<file path="config.mk">
export PLATFORM = sky130hd
export DESIGN_NAME = display_scan_controller
export DESIGN_NICKNAME = d
export VERILOG_FILES = /design/src/rtl/display_scan_controller.sv
export SDC_FILE = /design/constraint.sdc
export NUM_CORES = 1
export LEC_CHECK = 0
export BUFFER_PORTS_ARGS = -buffer_cell sky130_fd_sc_hd__buf_2
export CAP_MARGIN = 20
export CORE_MARGIN = 2
export CORE_UTILIZATION = 55
export DETAILED_ROUTE_END_ITERATION = 8
export GPL_ROUTABILITY_DRIVEN = 0
export PLACE_DENSITY = 0.75
export SLEW_MARGIN = 0
export SYNTH_ARGS = -nofsm -noshare
export SYNTH_HDL_FRONTEND = slang
export SYNTH_SLANG_ARGS = --single-unit
</file>
<file path="constraint.sdc">
create_clock -name clk -period 5.7 [get_ports clk]
set_input_delay 0.285 -clock clk [delete_from_list [all_inputs] [get_ports clk]]
set_output_delay 0.285 -clock clk [all_outputs]
set_load 0.05 [all_outputs]
</file>
<file path="src/rtl/display_scan_controller.sv">
// Time-multiplexed digit scanner feeding a shared decoder: double-buffered digit
// registers, one-hot digit enables with a dark guard interval, leading-zero ripple chain.
module display_scan_controller #(
  parameter int NUM_DIGITS = 4,
  parameter int PERIOD_W   = 10,
  localparam int AW        = $clog2(NUM_DIGITS)
) (
  input  logic                  clk,
  input  logic                  rst_n,
  input  logic                  scan_en,
  input  logic [PERIOD_W-1:0]   period,
  input  logic [3:0]            guard,
  input  logic                  rbz_en,
  input  logic                  wr_en,
  input  logic [AW-1:0]         wr_addr,
  input  logic [7:0]            wr_data,
  input  logic                  commit,
  input  logic                  dec_rbo_n,
  output logic [7:0]            dec_code,
  output logic                  dec_rbi_n,
  output logic [NUM_DIGITS-1:0] dig_sel,
  output logic                  frame_start,
  output logic                  commit_pending
);

  typedef enum logic {IDLE, SCAN} state_t;

  localparam logic [AW-1:0] MSD = AW'(NUM_DIGITS - 1);

  state_t              state, nstate;
  logic [AW-1:0]       idx, nidx;
  logic [PERIOD_W-1:0] cnt, ncnt;
  logic [7:0]          shadow      [NUM_DIGITS];
  logic [7:0]          active      [NUM_DIGITS];
  logic [7:0]          active_next [NUM_DIGITS];
  logic                dwell_end;
  logic                boundary;

  // Outputs are registered from the next-cycle position so they line up with idx/cnt.
  always_comb begin
    dwell_end   = (cnt >= period);
    boundary    = (state == IDLE) || ((idx == '0) && dwell_end);
    active_next = active;
    if (boundary && commit_pending) active_next = shadow;

    nstate = state;
    nidx   = idx;
    ncnt   = cnt;
    case (state)
      IDLE: begin
        if (scan_en) begin
          nstate = SCAN;
          nidx   = MSD;
          ncnt   = '0;
        end
      end
      SCAN: begin
        if (!scan_en) begin
          nstate = IDLE;
          nidx   = MSD;
          ncnt   = '0;
        end else if (dwell_end) begin
          ncnt = '0;
          nidx = (idx == '0) ? MSD : idx - AW'(1);
        end else begin
          ncnt = cnt + PERIOD_W'(1);
        end
      end
      default: begin
        nstate = IDLE;
        nidx   = MSD;
        ncnt   = '0;
      end
    endcase
  end

  always_ff @(posedge clk) begin
    if (!rst_n) begin
      state          <= IDLE;
      idx            <= MSD;
      cnt            <= '0;
      for (int unsigned i = 0; i < NUM_DIGITS; i++) begin
        shadow[i] <= '0;
        active[i] <= '0;
      end
      dec_code       <= '0;
      dec_rbi_n      <= 1'b1;
      dig_sel        <= '0;
      frame_start    <= 1'b0;
      commit_pending <= 1'b0;
    end else begin
      state  <= nstate;
      idx    <= nidx;
      cnt    <= ncnt;
      active <= active_next;
      if (wr_en && (int'(wr_addr) < NUM_DIGITS)) shadow[wr_addr] <= wr_data;

      // A commit landing on the boundary itself waits for the following boundary.
      commit_pending <= commit | (commit_pending & ~boundary);

      frame_start <= (nstate == SCAN) && (nidx == MSD) && (ncnt == '0);
      dig_sel     <= ((nstate == SCAN) && (int'(ncnt) >= int'(guard)))
                     ? (NUM_DIGITS'(1) << nidx) : '0;
      dec_code    <= active_next[nidx];

      if ((nstate != SCAN) || (nidx == '0) || !rbz_en) dec_rbi_n <= 1'b1;
      else if (nidx == MSD)                            dec_rbi_n <= 1'b0;
      else if (dwell_end)                              dec_rbi_n <= dec_rbo_n;
    end
  end

endmodule

</file>
* Word-level counts from Yosys, hierarchy flattened
Cells that the tools add are included.
** Word-level totals
- Word-level logic and storage cells :: 68
- Input bits :: 31
- Output and inout bits :: 15
- Register bits after elaboration :: 92
** Cells by class
- Mux-type cells :: 19
- Order comparisons :: 5
- Shifts and indexed selects :: 1
- Reduce and logical (&&, ||, !) cells :: 16
- Equal/unequal tests :: 1
- Add/subtract/negate cells :: 2
- Bitwise logic cells :: 8
** Operator list (count)
- $bwmux W32 :: 1
- $mux W32 :: 1
- $mux W10 :: 3
- $mux W8 :: 3
- $pmux W10 S2 :: 1
- $bmux W8 S2 :: 1
- $demux W8 S2 :: 1
- $add A10 B1 Y10 const B :: 1
- $ge A10 B10 Y1 :: 1
- $ge A10 B4 Y1 :: 1
- $logic_not A10 Y1 :: 1
- $mux W2 :: 4
- $ge A3 B3 Y1 const B :: 2
- $logic_and A1 B1 Y1 :: 6
- $not A2 Y3 :: 2
- $logic_not A2 Y1 :: 2
- $not A1 Y1 :: 4
- $pmux W2 S2 :: 1
- $shl A1 B2 Y4 const A :: 1
- $logic_or A1 B1 Y1 :: 3
- $lt A3 B1 Y1 const B :: 1
- $mux W1 :: 3
- $eq A2 B2 Y1 const B :: 1
- $reduce_and A2 Y1 :: 1
- 6 further kinds :: 6

* Depth between registers and ports, before layout
Gate-level depths: netlist of the first run.
- Word-level depth :: 9
- Mapped depth :: 15
- Mapped depth without buffers :: 14

* Least setup slack after synthesis of the first run
OpenSTA, ideal clock, no wires.
- Kind :: register to register
- Start :: reg cnt[0]
- End :: reg dig_sel[2]
- Data arrival time :: 3.052 ns
- Setup time :: 0.133 ns
- Data required time :: 5.567 ns
- Buffers on the path :: 1
- Stages on the path, launching flop included :: 16
- Period minus slack after synthesis :: 3.185 ns
- Slack :: 2.515 ns
- Cell sequence :: dfxtp_1 -> inv_1 -> ha_1 -> nand2b_1 -> a211oi_2 -> nor3_2 -> or3_1 -> buf_6 -> o21ai_1 -> inv_1 -> ha_1 -> nand2b_1 -> a21o_1 -> a21o_1 -> a2111oi_4 -> nor4_1
** Between the ends
- Word-level cells in the longest chain between the ends :: 7
- Elaborated cells between the ends (all ways) :: 13
- Those cells by class :: add/sub: 1; order compare: 2; shift: 1; mux: 7; reduce/logical: 2
** Ends and longest elaborated chain
- start, declared :: line 32 : logic [PERIOD_W-1:0] cnt, ncnt;
- start signal, assigned :: line 94 : cnt <= ncnt;
- $add A10 B1 Y10 or $ge A10 B10 Y1 (tied branches) :: line 66, 41
- $mux W10 :: line 62 : end else if (dwell_end) begin
- $mux W10 :: line 58 : if (!scan_en) begin
- $pmux W10 S2 :: line 49 : case (state)
- $ge A10 B4 Y1 :: line 102 : dig_sel <= ((nstate == SCAN) && (int'(ncnt) >= int'(guard)))
- $logic_and A1 B1 Y1 :: line 102
- $reduce_and A2 Y1 (no line)
- end signal, assigned :: line 102
- end, declared :: line 21 : output logic [NUM_DIGITS-1:0] dig_sel,
Parallel ways exist; a longest one is shown, timed or not.
A chain may end at the register's enable or synchronous reset.

* Final worst setup path of the first run
- Start :: reg cnt[0]
- End :: reg dig_sel[1]
The elaborated chain is that of the path after synthesis.

==> results of run 1 <==
[state kept, by name, summed over array words and instances, names as in the netlist, 2 cells and up]
name and count:
dec_code 8, cnt 10, active 32, idx 2, dig_sel 4, shadow 32
[critical path, delay by kind of cell (launching register included)]
| family | cells | cell delay [ns] |
|---|---|---|
| AO/OA/AOI/OAI | 5 | 1.32 |
| AND/OR/NAND/NOR | 5 | 0.98 |
| adder cells (fa/ha/maj) | 2 | 0.52 |
| flip-flops | 1 | 0.42 |
| buffers and inverters | 2 | 0.13 |
[cell usage in the layout, fill, tap and decap left out, types with 2 or more instances in the layout]
cell       instances
clkbuf_8           9
nor3_1             6
o211ai_1           4
o21ai_0            5
or3_1              2
a31oi_1            2
and3b_1            2
a22o_1            11
inv_1             25
xor2_1             2
nor2_1            19
nand2_1           98
o21ai_2            2
xnor2_1            3
a21oi_1           22
nor2b_1           37
a2111oi_0          6
a211oi_1           2
buf_2             45
a21boi_0          32
inv_6              2
buf_4              6
dfxtp_1           92
o31ai_1            3
o22ai_1            6
bufinv_16          2
mux2_2             3
a21o_1             4
nor4_1             7
and2_1             6
ha_1              16
nand3_1            8
nand3b_1           2
o21a_1             3
nand2b_1           2
and3_1             8
mux2i_1           39
[logic make-up after synthesis]
family,Yosys count,share of synthesized area [%]
compound gates,116,18.99
mux,42,9.120
xor+xnor,5,0.9418
fa+ha+maj,16,4.305
flops,92,39.60
buf+inv,59,5.784
simple gates,203,21.25
[layer usage]
metal,track usage (%),share of wire (%),up-vias
li1,-,-,1896
met1,30.17,47,1730
met2,38.64,48,67
met3,4.072,3.5,13
met4,7.857,1.7,0
met5,0,0,-
[final cells by class]
cell class,count,area (um2)
Clock buffer,9,123.9
Clock inverter,7,98.84
Fill cell,733,3099
Inverter,25,93.84
Multi-Input combinational cell,382,2557
Sequential cell,92,1842
Tap cell,105,131.4
Timing Repair Buffer,51,270.3
[power groups by stage]
stage / Combinational, mW / Sequential, mW / Clock [mW]
6_report: 0.122 / 0.665 / 0.485
5_1_grt: 0.134 / 0.668 / 0.520
4_1_cts: 0.123 / 0.665 / 0.494
3_5_place_dp: 0.122 / 0.680 / 0
3_3_place_gp: 0.119 / 0.680 / 0
2_1_floorplan: 0.0759 / 0.691 / 0
[stage by stage]
stage	utilization [%]	cells
floorplan	-	533
global placement	59.57	655
detailed placement	59.57	655
CTS	62.28	671
global route	62.28	671
finish	62.28	671
[how the worst min path moves through the flow]
stage / endpoint / slack (ns) / cells after the start
after global placement: active[11] / 0.45 / 2
after CTS: dec_rbi_n / 0.11 / 2
final: dec_rbi_n / 0.12 / 2
after detailed placement: active[31] / 0.46 / 2
after global routing: dec_rbi_n / 0.11 / 2
after floorplan: dec_rbi_n / 0.36 / 1
==> key figures, run 1 <==
Timing
  – RSZ-0062 raised after global routing: no
  – Setup TNS: 0 ns
  – Setup Viol. Count Final: 0
  – Hold slack: ~0.12 ns
  – Tcrit/Tclk final: 61.42%
  – Hold Vio Cnt, Final: 0
  – Max-slew violations: 0
  – Crit path time final: between 3 and 4 ns
  – Final WS setup: 2.199 ns
  – Actual slew at the worst max-slew pin: 0.8214 ns
  – Fmax: 285.6 MHz
  – Slew Limit Headroom: 45.24%
  – Layout Skew: 0.01111 ns

Global routing
  – Largest net degree at the start of global routing: between 80 and 90
  – Gr ovfl total: 0
  – Tot GR Track Use: ~23%
  – First-pass GRT wire length: 16590 um
  – Antenna violations before repair: 0
  – Vias in the first global route: 3565

Worst setup path
  – Slowest CP cell: or3_1
  – Crit path to: dig_sel[1]
  – Critical Path AT: 3.71 ns
  – CP Launch Type: flip-flop
  – CP cell instances: inv_1, ha_1, nand2b_1, a211oi_2, nor3_2, or3_1, o21ai_1, inv_1, ha_1, nand2b_1, a21o_1, a21o_1, a2111oi_4, nor4_1
  – Crit path launch: cnt[0]
  – Max stage delay on crit path: about 0.50 ns
  – Crit path required time: 5.91 ns
  – FF-to-FF setup slack: 2.20 ns
  – Reg2reg end: dig_sel[1]
  – Critical path class: flip-flop to flip-flop
  – CP Max Fanout: 8
  – Critical R2R Launch: cnt[0]
  – R2R depth: 14
  – Worst setup EP type: flip-flop

Placed design
  – Area after DPL: 4895 um2
  – Pre-CTS WS: 2.207 ns
  – Post-DP HPWL: 6706 um
  – IO Port Bufs: 45

Logic synthesis
  – Top-count cell post-synth: nand2_1
  – Synth top area share: 39.60%
  – Primary FF master, synth: dfxtp_1
  – Syn Area/Cell: 8.726 um2
  – Post-synth EDFFs: 0
  – Top cells by count, synth: 98 x nand2_1, 92 x dfxtp_1, 39 x mux2i_1
  – Netlist cell types: 57
  – Netlist Area Pre-Place: around 4700 um2
  – Area leader, netlist: dfxtp_1
  – Synth top area cells: dfxtp_1 40%, mux2i_1 8.4%, nand2_1 7.9%
  – Flops & latches, synth: 92
  – Sequential element share of the synthesized area: 39.60%
  – Post-Syn Instances: 533
  – Async S/R FF share, synth: 0%
  – Synth warn: 0
  – Synthesized net count: 580

Route
  – Routed len/inst: 14.80 um
  – Final WL: 9930 um
  – DRT iter0 DRCs: 182
  – Routed Antenna Nets: 0
  – Drt drc: 0
  – Via count: 3706
  – Drt first pass iters: 4
  – Via/cell ratio: ~5.5

Clock tree
  – Post_cts resized: 0
  – Clk root buf: clkbuf_8
  – Hold buffer count at CTS: 0
  – Clock buffer depth: 2
  – CTS tree: built
  – CTS Buf Count: 9
  – Worst-path clk slew: 0.09 ns
  – H-Tree Depth: 3
  – Clock latency at the later pin of the worst-skew pair: 0.35 ns
  – Clk sinks: between 90 and 100
  – Post-CTS setup buffers: 0

Power
  – Maximum vdd drop: 0.1412 mV
  – Final Power: 1.272 mW
  – Clk pwr share: 38.1%
  – Internal power: 0.9552 mW
  – P_leak: 2.088 nW
  – Combinational share of power: 9.6%
  – Pwr dens: 248.5 nW/um2
  – Flop pwr share: 52.3%
  – Net Sw Power: 0.3163 mW
  – Switch share: between 20% and 30%

Die
  – Die Wd: 95.96 um
  – Die Y-Extent: 95.96 um
  – Num rows: 33
  – Core area: 8217 um2
  – Die Outline Area: roughly 9000 um2
  – # IOs: 46
  – Starting Density: 56.60%

Layout
  – Final instance area: between 5000 and 6000 um2
  – Fraction of layout cells with a size suffix above 1: 14.84%
  – Fin nets: 608
  – P&R area growth vs syn: 10.04%
  – N_diodes: 0

Min path
  – Hold_sp: rbz_en
  – Hold Crit Class: input pin to flip-flop

Outcome
  – Status: completed

Job
  – Max cap viols: 0
Note: power is estimated with default switching activity, not from simulation.
==> inputs of run 2 (changes only) <==
- CORE_UTILIZATION: 55 -> 53
- PLACE_DENSITY: 0.75 -> 0.76
- clock period: 5.7 -> 3 ns (I/O delays scaled with it)
==> run 2 against run 1 <==
Clock-buffer cell count is 2 higher. Non-clock buffer count is 34 higher. Via count is 5.7% higher. Highest routed layer unchanged. Global-route usage is 0.77 points lower. Core utilization is 2.2 points higher. Combinational power is 120% higher. Sequential share of layout area is 2.7 points lower. Clock power is 69% higher. Worst hold slack worse by 0.10 ns. Total power is 85% higher. Clock skew is 0.0066 ns higher. Register-to-register slack worse by 2.2 ns.
==> key figures, run 2 (synthesis gave the netlist of run 1 again) <==
Timing
  – Max-slew violations: 0
  – Crit path time final: roughly 3 ns
  – Tcrit/Tclk final: 99.59%
  – RSZ-0062 raised after global routing: yes
  – Setup TNS: 0 ns
  – Setup Viol. Count Final: 0
  – Actual slew at the worst max-slew pin: 0.7096 ns
  – Final WS setup: 0.01232 ns
  – Fmax: about 330 MHz
  – Layout Skew: approximately 0.018 ns
  – Hold Vio Cnt, Final: 0
  – Slew Limit Headroom: 52.69%

Worst setup path
  – Worst setup EP type: flip-flop
  – CP cell instances: ha_1, a21o_1, a21oi_4, o31ai_4, or3_4, buf_6, nor2_4, o21a_1, a31oi_4, inv_1, ha_1, a21o_1, a2111oi_4, nor4_1
  – CP Launch Type: flip-flop
  – Max stage delay on crit path: 0.39 ns
  – CP Max Fanout: 4
  – Critical path class: flip-flop to flip-flop
  – Critical R2R Launch: cnt[3]
  – R2R depth: 14
  – Crit path required time: 3.22 ns
  – Slowest CP cell: a2111oi_4
  – Reg2reg end: dig_sel[2]
  – Top delay family on crit path: compound AO/OA/AOI/OAI gates
  – Critical path buffer and inverter count: 2
  – Critical Path AT: between 3 and 4 ns
  – FF-to-FF setup slack: 0.01 ns

Layout
  – Leading cell type in the layout, fill and taps excluded: nand2_1
  – Fillers: about 710
  – Most frequent cells in the layout: 97 x nand2_1, 89 x dfxtp_1, 45 x buf_2
  – Fin nets: 642
  – P&R area growth vs syn: 19.07%
  – Top flop regs: active x32, shadow x32, cnt x10
  – N_diodes: 0
  – Fraction of layout cells with a size suffix above 1: 23.17%
  – Layout Cells excl Fill: between 700 and 800
  – Final instance area: 5538 um2

Placed design
  – Pre-CTS WS: -0.02852 ns
  – Area after DPL: 5116 um2
  – Post-DP HPWL: approximately 7400 um
  – IO Port Bufs: 45
  – Placed instance count: 683

Power
  – Combinational share of power: 11.4%
  – Flop pwr share: 53.8%
  – Maximum vdd drop: 0.2406 mV
  – Final Power: 2.353 mW
  – Clk pwr share: between 30% and 40%
  – Pwr dens: 424.9 nW/um2
  – Internal power: 1.719 mW
  – Switch share: 26.95%
  – Net Sw Power: 0.6342 mW
  – P_leak: 2.271 nW

Route
  – Via count: 3916
  – Drt drc: 0
  – Routed len/inst: approximately 16 um
  – Drt first pass iters: 4
  – Routed Antenna Nets: 0
  – Final WL: 10980 um
  – Via/cell ratio: 5.531
  – DRT iter0 DRCs: 234

Clock tree
  – Clock buffer depth: 2
  – Clk root buf: clkbuf_8
  – H-Tree Depth: 3
  – CTS tree: built
  – Clock latency at the later pin of the worst-skew pair: 0.37 ns
  – Clk sinks: 92
  – Worst-path clk slew: 0.10 ns
  – CTS Buf Count: 9

Global routing
  – Vias in the first global route: 3685
  – Tot GR Track Use: about 22%
  – Largest net degree at the start of global routing: 35
  – First-pass GRT wire length: 17450 um
  – Antenna violations before repair: 0
  – Gr ovfl total: 0

Die
  – Num rows: 34
  – # IOs: 46
  – Core area: 8593 um2
  – Die Wd: 97.68 um
  – Die Outline Area: 9540 um2
  – Starting Density: 54.12%
  – Die Y-Extent: 97.68 um

Outcome
  – Status: completed

Min path
  – Hold Crit Class: input pin to flip-flop
  – WHS Endpoint: commit_pending
  – Hold path cells: 3
  – Hold_sp: commit

Job
  – Max cap viols: 0
-- run 2: changes by cell type in the layout (fill, tap and decap cells not counted), moves of 2 or more --
cell,before,now
ha_1,16,10
inv_1,25,23
ha_4,0,6
buf_4,6,37
nand2b_1,2,0
clkbuf_8,9,11
inv_2,0,2
dfxtp_2,0,3
dfxtp_1,92,89
nand2b_4,0,2
bufinv_16,2,0
-- run 2: tightest hold or removal path: stages --
cell,delay [ns]
buf_2,0.07
a31oi_1,0.03
nor2b_1,0.10
-- run 2: layout make-up --
cell class,count,area [um2],share of cell area [%]
sequential,92,1846,33.33
tap,108,135.1,2.440
inverter,25,93.84,1.695
clock buffer,11,151.4,2.734
timing repair buffer,85,544.3,9.828
clock inverter,5,42.54,0.7682
multi-input combinational,382,2725,49.21
-- run 2: metrics by stage --
step                util, %  hold WS, ns
floorplan                 -       0.2218
global placement      59.54       0.3394
detailed placement    59.54       0.3391
CTS                   62.55      0.02614
global route          64.44      0.02688
finish                64.44      0.01566
-- run 2: worst max path at each step --
stage           start  cells after the start    endpoint  slack, ns
6_report       cnt[3]                     14  dig_sel[2]       0.01
5_1_grt        cnt[3]                     14  dig_sel[2]      -0.13
4_1_cts        cnt[3]                     13  dig_sel[2]       0.02
3_5_place_dp   cnt[0]                     14  dig_sel[3]      -0.03
3_3_place_gp   cnt[0]                     14  dig_sel[3]       0.04
2_1_floorplan  cnt[0]                     15  dig_sel[2]      -0.03
-- run 2: timing repair --
item                                    CTS  global route
endpoints found under the setup margin    4            11
hold buffers                              1             0
hold endpoints to repair                  1             0
gates resized for setup                   7            20
pin swaps                                 3             4
buffers inserted                          2             6
-- run 2: power by group through the flow --
stage                     clock (mW)  sequential, mW  combinational, mW
final                          0.820            1.26              0.268
after detailed placement           0            1.29              0.242
after floorplan                    0            1.31              0.145
after CTS                      0.827            1.26              0.251
after global routing           0.879            1.27              0.290
after global placement             0            1.29              0.236
-- run 2: layer usage --
layer	vias to the layer above	wire [um]	track usage (%)
met2	87	5379	37.08
met4	0	221	6.838
li1	1964	-	-
met1	1849	4936	29.40
met5	-	0	0
met3	16	443	4.460
